--- config.mk ---
export PLATFORM = sky130hd
export DESIGN_NAME = imem_loader_flat
export DESIGN_NICKNAME = d
export VERILOG_FILES = /design/src/rtl/imem_loader_if.sv /design/src/rtl/imem_loader.sv /design/src/flat_wrapper.sv
export SDC_FILE = /design/constraint.sdc
export NUM_CORES = 1
export LEC_CHECK = 0
export CORE_UTILIZATION = 47
export DETAILED_ROUTE_END_ITERATION = 12
export HOLD_SLACK_MARGIN = 0.12
export PLACE_DENSITY = 0.86
export SYNTH_ARGS = -nofsm -noshare
export SYNTH_HDL_FRONTEND = slang
export SYNTH_SLANG_ARGS = --single-unit
--- constraint.sdc ---
create_clock -name clk -period 2.2 [get_ports clk]
set_input_delay 0.44 -clock clk [delete_from_list [all_inputs] [get_ports clk]]
set_output_delay 0.44 -clock clk [all_outputs]
set_load 0.01 [all_outputs]
--- src/rtl/imem_loader_if.sv ---
// Byte-stream input and instruction-memory write port of the instruction-memory loader.
// master = loader side, slave = byte source / memory side.
interface imem_loader_if #(
  parameter int unsigned N      = 32,
  parameter int unsigned ADDR_W = 6
);
  logic              in_valid;
  logic [7:0]        in_data;
  logic              in_ready;
  logic              we;
  logic [ADDR_W-1:0] waddr;
  logic [N-1:0]      wdata;

  modport master (
    input  in_valid, in_data,
    output in_ready, we, waddr, wdata
  );

  modport slave (
    output in_valid, in_data,
    input  in_ready, we, waddr, wdata
  );
endinterface

--- src/rtl/imem_loader.sv ---
// Loads a counted little-endian byte stream into instruction memory from address 0,
// zero-fills the remainder and holds the CPU in reset until the image is complete.
module imem_loader #(
  parameter int unsigned N      = 32,
  parameter int unsigned ADDR_W = 6
) (
  input  logic          clk,
  input  logic          reset,
  input  logic          start,
  imem_loader_if.master bus,
  output logic          cpu_hold,
  output logic          done,
  output logic          err
);

  localparam int unsigned WORDS = 2 ** ADDR_W;
  localparam int unsigned IDX_W = 2;
  localparam logic [ADDR_W-1:0] LAST_ADDR = ADDR_W'(WORDS - 1);
  localparam logic [IDX_W-1:0]  LAST_IDX  = IDX_W'(3);

  typedef enum logic [2:0] {
    IDLE,
    COUNT,
    BYTES,
    WRITE,
    FILL,
    DONE,
    ERR
  } state_t;

  state_t            state_q, state_d;
  logic [ADDR_W-1:0] addr_q, addr_d;
  logic [7:0]        count_q, count_d;
  logic [IDX_W-1:0]  idx_q, idx_d;
  logic [N-1:0]      asm_q, asm_d;

  logic              ready_q, ready_d;
  logic              we_q, we_d;
  logic [ADDR_W-1:0] waddr_q, waddr_d;
  logic [N-1:0]      wdata_q, wdata_d;
  logic              hold_q, hold_d;
  logic              done_q, done_d;
  logic              err_q, err_d;

  logic hs;
  logic last_word;

  assign hs        = bus.in_valid & ready_q;
  assign last_word = (32'(addr_q) + 32'd1) == 32'(count_q);

  // State and registered outputs
  always_ff @(posedge clk) begin
    if (!reset) begin
      state_q <= IDLE;
      addr_q  <= '0;
      count_q <= '0;
      idx_q   <= '0;
      asm_q   <= '0;
      ready_q <= 1'b0;
      we_q    <= 1'b0;
      waddr_q <= '0;
      wdata_q <= '0;
      hold_q  <= 1'b1;
      done_q  <= 1'b0;
      err_q   <= 1'b0;
    end else begin
      state_q <= state_d;
      addr_q  <= addr_d;
      count_q <= count_d;
      idx_q   <= idx_d;
      asm_q   <= asm_d;
      ready_q <= ready_d;
      we_q    <= we_d;
      waddr_q <= waddr_d;
      wdata_q <= wdata_d;
      hold_q  <= hold_d;
      done_q  <= done_d;
      err_q   <= err_d;
    end
  end

  // Next state; outputs are decoded from the next state so they are registered
  always_comb begin
    state_d = state_q;
    addr_d  = addr_q;
    count_d = count_q;
    idx_d   = idx_q;
    asm_d   = asm_q;

    case (state_q)
      IDLE: begin
        if (start) state_d = COUNT;
      end
      COUNT: begin
        if (hs) begin
          count_d = bus.in_data;
          addr_d  = '0;
          idx_d   = '0;
          asm_d   = '0;
          if (bus.in_data == 8'd0)              state_d = FILL;
          else if (32'(bus.in_data) > WORDS)    state_d = ERR;
          else                                  state_d = BYTES;
        end
      end
      BYTES: begin
        if (hs) begin
          asm_d[{idx_q, 3'b000} +: 8] = bus.in_data;
          idx_d = idx_q + IDX_W'(1);
          if (idx_q == LAST_IDX) state_d = WRITE;
        end
      end
      WRITE: begin
        if (last_word && addr_q == LAST_ADDR) begin
          state_d = DONE;
        end else if (last_word) begin
          state_d = FILL;
          addr_d  = addr_q + ADDR_W'(1);
        end else begin
          state_d = BYTES;
          addr_d  = addr_q + ADDR_W'(1);
          idx_d   = '0;
        end
      end
      FILL: begin
        if (addr_q == LAST_ADDR) state_d = DONE;
        else                     addr_d  = addr_q + ADDR_W'(1);
      end
      DONE, ERR: begin
        if (start) state_d = COUNT;
      end
      default: state_d = IDLE;
    endcase

    ready_d = (state_d == COUNT) || (state_d == BYTES);
    we_d    = (state_d == WRITE) || (state_d == FILL);
    waddr_d = addr_d;
    wdata_d = (state_d == WRITE) ? asm_d : '0;
    hold_d  = (state_d != DONE);
    done_d  = (state_d == DONE);
    err_d   = (state_d == ERR);
  end

  assign bus.in_ready = ready_q;
  assign bus.we       = we_q;
  assign bus.waddr    = waddr_q;
  assign bus.wdata    = wdata_q;
  assign cpu_hold     = hold_q;
  assign done         = done_q;
  assign err          = err_q;

endmodule
--- src/flat_wrapper.sv ---
// flat-port wrapper written by rule: the top's interface ports become plain ports
module imem_loader_flat 
#(
  parameter int unsigned N      = 32,
  parameter int unsigned ADDR_W = 6
)
  (clk, reset, start, cpu_hold, done, err, bus_in_valid, bus_in_data, bus_in_ready, bus_we, bus_waddr, bus_wdata);
  imem_loader_if #(.N(N), .ADDR_W(ADDR_W)) bus_i ();
  input  logic clk;
  input  logic reset;
  input  logic start;
  output logic cpu_hold;
  output logic done;
  output logic err;
  input wire logic [$bits(bus_i.in_valid)-1:0] bus_in_valid;
  input wire logic [$bits(bus_i.in_data)-1:0] bus_in_data;
  output wire logic [$bits(bus_i.in_ready)-1:0] bus_in_ready;
  output wire logic [$bits(bus_i.we)-1:0] bus_we;
  output wire logic [$bits(bus_i.waddr)-1:0] bus_waddr;
  output wire logic [$bits(bus_i.wdata)-1:0] bus_wdata;
  assign bus_i.in_valid = bus_in_valid;
  assign bus_i.in_data = bus_in_data;
  assign bus_in_ready = bus_i.in_ready;
  assign bus_we = bus_i.we;
  assign bus_waddr = bus_i.waddr;
  assign bus_wdata = bus_i.wdata;
  imem_loader #(.N(N), .ADDR_W(ADDR_W)) u_core (.clk(clk), .reset(reset), .start(start), .bus(bus_i), .cpu_hold(cpu_hold), .done(done), .err(err));
endmodule
; Word level (Yosys, flattened, before mapping)
; Cells that the tools add are included.
[op_classes]
n_reduce_logical = 12
muxes = 23
n_shift = 2
eq_ne = 21
magnitude_cmp = 1
n_addsub = 4
bitwise = 1
[ops]
columns = cell, count
row1 = two-way mux 32 bit, 2
row2 = case mux 32 bit (2 select lines), 1
row3 = bitwise mux 32 bit, 1
row4 = == test 32 x 8 -> 1 bit, 1
row5 = variable shift 8 x 7 -> 32 bit (first input constant), 1
row6 = variable part select 8 x 7 -> 32 bit, 1
row7 = two-way mux 3 bit, 9
row8 = == test 3 bit (second input constant), 6
row9 = two-way mux 6 bit, 3
row10 = case mux 6 bit (3 select lines), 1
row11 = case mux 3 bit (5 select lines), 1
row12 = == test 3 x 2 -> 1 bit (second input constant), 4
row13 = greater-than comparator 8 x 7 -> 1 bit (second input constant), 1
row14 = zero test 8 bit, 1
row15 = two-way mux 2 bit, 4
row16 = adder 6 x 1 -> 7 bit (second input constant), 1
row17 = negation 5 -> 7 bit, 1
row18 = adder 6 x 1 -> 6 bit (second input constant), 1
row19 = == test 3 x 1 -> 1 bit (second input constant), 2
row20 = == test 6 bit (second input constant), 1
row21 = inequality test 2 bit (second input constant), 3
row22 = case mux 2 bit (3 select lines), 1
row23 = nonzero test 3 bit, 2
row24 = AND reduction 5 bit, 1
row25 = other kinds (11), 14
[word_totals]
regBits = 88
in_bits = 12
output_inout_bits = 43

; Depth between registers and ports, before layout
[logic_depth]
word_depth = 7
ltp_mapped = 9
depth_no_buf = 7

; Least setup slack after synthesis
; OpenSTA, ideal clock, no wires.
[synth_path]
path_kind = reg2reg
start = reg, netlist name u_core.bus.waddr[0]
end = reg u_core.waddr_q[2], in the netlist u_core.bus.waddr[2]
t_arrival_ps = 2386
stages_incl_launch_ff = 8
required_ps = 2112
path_buffers = 0
synth_period_minus_slack_ps = 2474
setup_slack_ps = -274
setup_ps = 88
cell_sequence = dfxtp_1 > ha_1 > xor2_1 > or3_1 > or4_4 > nor3_4 > a21oi_2 > a311oi_2
[synth_lines]
columns = element, line_no
row1 = end signal: assignment, imem_loader.sv:74  ; waddr_q <= waddr_d;
row2 = end: declaration, imem_loader.sv:39  ; logic [ADDR_W-1:0] waddr_q, waddr_d;

==> impl_metrics.yaml <==
run_status:
  status: "finished, violations left"
  violations: "setup timing"
global_route:
  grt_overflow: 0
  antenna_found_initial: 0
  first_global_vias: 2768
  grt_first_pass_wirelength_um: 13100
  grt_use_total_pct: 22.8
  grt_max_degree: 33
timing:
  fin_skew_ps: 8.09
  period_minus_slack_ps: 2240
  fin_crit_sh_pct: 102
  fmax_mhz: 447
  rsz0062_at_grt: "true"
  fin_ws_ps: -35.7
  relSlewSlack_pct: 66.5
  worst-slew-pin-transition_ps: 501
  report.final.slew_viol_count: 0
  holdWs_ps: 473
  finalSetupViolations: 4
  finalHoldViolCount: 0
route:
  wl_per_cell_um: 14.8
  drtIter0Drc: 124
  firstDrtPassIters: 4
  totalWireLength_um: 7960
  routed_via_density: 5.34
  drc: 0
  ant_nets: 0
  via_count: 2862
clock_tree:
  cts_tree: "yes"
  clk_latency_ps: 350
  clkTransAtPathRegs_ps: 80
  htree_num_levels: 3
  clkSinkCount: 88
  clockBufferDepth: 2
  root_buffer: "clkbuf_8"
  cts_buffers: 9
cells_and_area:
  layout-drive-gt1-share_pct: 13.4
  final_cells: 536
  diodes: 0
  final_area_um2: 4460
  final_nets: 456
  multiInputGateArea_um2: 1540
  area_growth_pct: 33.6
  fill_cells: 579
  regArea_um2: 1770
worst_hold_path:
  worstHoldPathType: "reg -> reg"
synth:
  syn-num-nets: 373
  synth_common_cells: "dfxtp_1, nor2_1, nand2_1"
  synth_flop_cell: "dfxtp_1"
  yosysSeqAreaShare_pct: 52.7
  yosysTopAreaCellShare_pct: 52.7
  async_flop_share_pct: 0
  ys_warn_count: 0
  netlist_area_um2: 3340
  synth_cells: 354
  ys_types: 50
  yosysMostFrequentCell: "dfxtp_1"
  yosysTopAreaCell: "dfxtp_1"
  synth-edff-count: 0
  syn_area_per_cell_um2: 9.44
  synth_area_leaders: "dfxtp_1, a22oi_1, nor2b_1"
  synth_seq_cells: 88
power_and_ir_drop:
  leakagePower_nw: 1.63
  powerDensity_nw_per_um2: 656
  ir_worst_vdd_uv: 432
die:
  die_height_um: 86.3
  design.die.area_um2: 7450
  fp.dieW_um: 86.3
  coreArea_um2: 6830
  initial_utilization_pct: 48.9
  io_pins: 55
  rows: 30
worst_setup_path:
  crit_type: "reg -> reg"
  path_max_fanout: 7
  cp.arrival_ps: 2520
  timing.critical_path.from_type: "flop"
  crit_required_ps: 2480
  crit_path_end_kind: "flop"
place:
  dp_hpwl_um: 5630
  placed_cells: 520
  placed_area_um2: 4220
  gp_congestion: 0.866
  numPortBuffers: 54
job:
  max_cap_violations: 0
cells in the final DEF, fill, tap and decap left out, drive strengths merged, types with 3 or more instances in the layout:
cell	Yosys	final
clkbuf	15	11
and3	3	3
nand3	6	6
clkdlybuf4s50	0	54
ha	7	7
xor2	3	3
nor2	46	46
a22oi	31	31
a21oi	15	15
nor2b	30	30
buf	2	35
xnor2	9	9
o21ai	5	5
a221oi	3	3
nand2	39	39
a31oi	3	3
inv	7	7
dfxtp	88	88
mux2i	3	3
a21o	5	5
critical path: stages, from the launching register on:
cell and delay, ps:
dfxtp_4 360, ha_4 240, xor2_1 130, or3_1 330, or4_4 430, nor3_4 150, buf_6 150, buf_6 100
o311ai_4 80, o22ai_1 180
final cells by class:
class,count,area share (%)
multi-input combinational,242,34.5
inverter,7,0.589
clock inverter,3,0.981
clock buffer,11,3.17
tap,96,2.69
sequential,88,39.6
timing repair buffer,89,18.4
flip-flops by register name, summed over array words and instances (netlist names):
signal and flops:
u_core.count_q 8, u_core.asm_q 32, u_core.state_q 3, u_core.done 1
u_core.idx_q 2, u_core.bus.waddr 6, u_core.bus.in_ready 1, u_core.bus.wdata 32
u_core.cpu_hold 1, u_core.err 1, u_core.bus.we 1
through the flow:
step	power, mW	setup slack, ps	utilization (%)	TNS [ps]
4_1_cts	2.94	-41.4	65.1	-146
5_1_grt	3.02	-139	65.3	-816
3_5_place_dp	1.87	-170	61.8	-3340
2_1_floorplan	1.76	-48.5	-	-55.0
3_3_place_gp	1.86	-171	61.8	-1570
6_report	2.93	-35.7	65.3	-83.0
worst paths after layout:
path	startpoint	endpoint	slack, ps	cells after the start
max reg2reg	u_core.bus.waddr[1]	u_core.idx_q[0]	-40	9
min reg2reg	u_core.count_q[5]	u_core.count_q[5]	470	2
min	u_core.count_q[5]	u_core.count_q[5]	470	2
max	u_core.bus.waddr[1]	u_core.idx_q[0]	-40	9
metal layers:
layer / routed length (µm) / track usage [%] / vias to the layer above
met2: 3830 / 37.7 / 105
met1: 3520 / 28.4 / 1352
met3: 494 / 5.90 / 14
met5: 0 / 0 / -
met4: 118 / 8.94 / 0
li1: - / - / 1391
cells by family after synthesis:
family,after synthesis,share of synthesized area [%]
AND/OR/NAND/NOR,143,21.2
flip-flops,88,52.7
XOR/XNOR,12,3.15
adder cells (fa/ha/maj),7,2.62
AO/OA/AOI/OAI,76,16.3
buffers and inverters,24,2.73
multiplexers,4,1.24
power breakdown:
group / total [mW] / switching, mW / internal, mW
combinational: 0.229 / 0.118 / 0.111
sequential: 1.61 / 0.0140 / 1.60
clock: 1.09 / 0.541 / 0.544
total: 2.93 / 0.673 / 2.26
what timing repair did:
item                                    4_1_cts  5_1_grt
resized for setup                             4        2
setup buffers                                 2        0
pin swaps                                     0        2
hold buffers                                  0        0
endpoints found under the setup margin       10        9
Note: power is estimated with default switching activity, not from simulation.
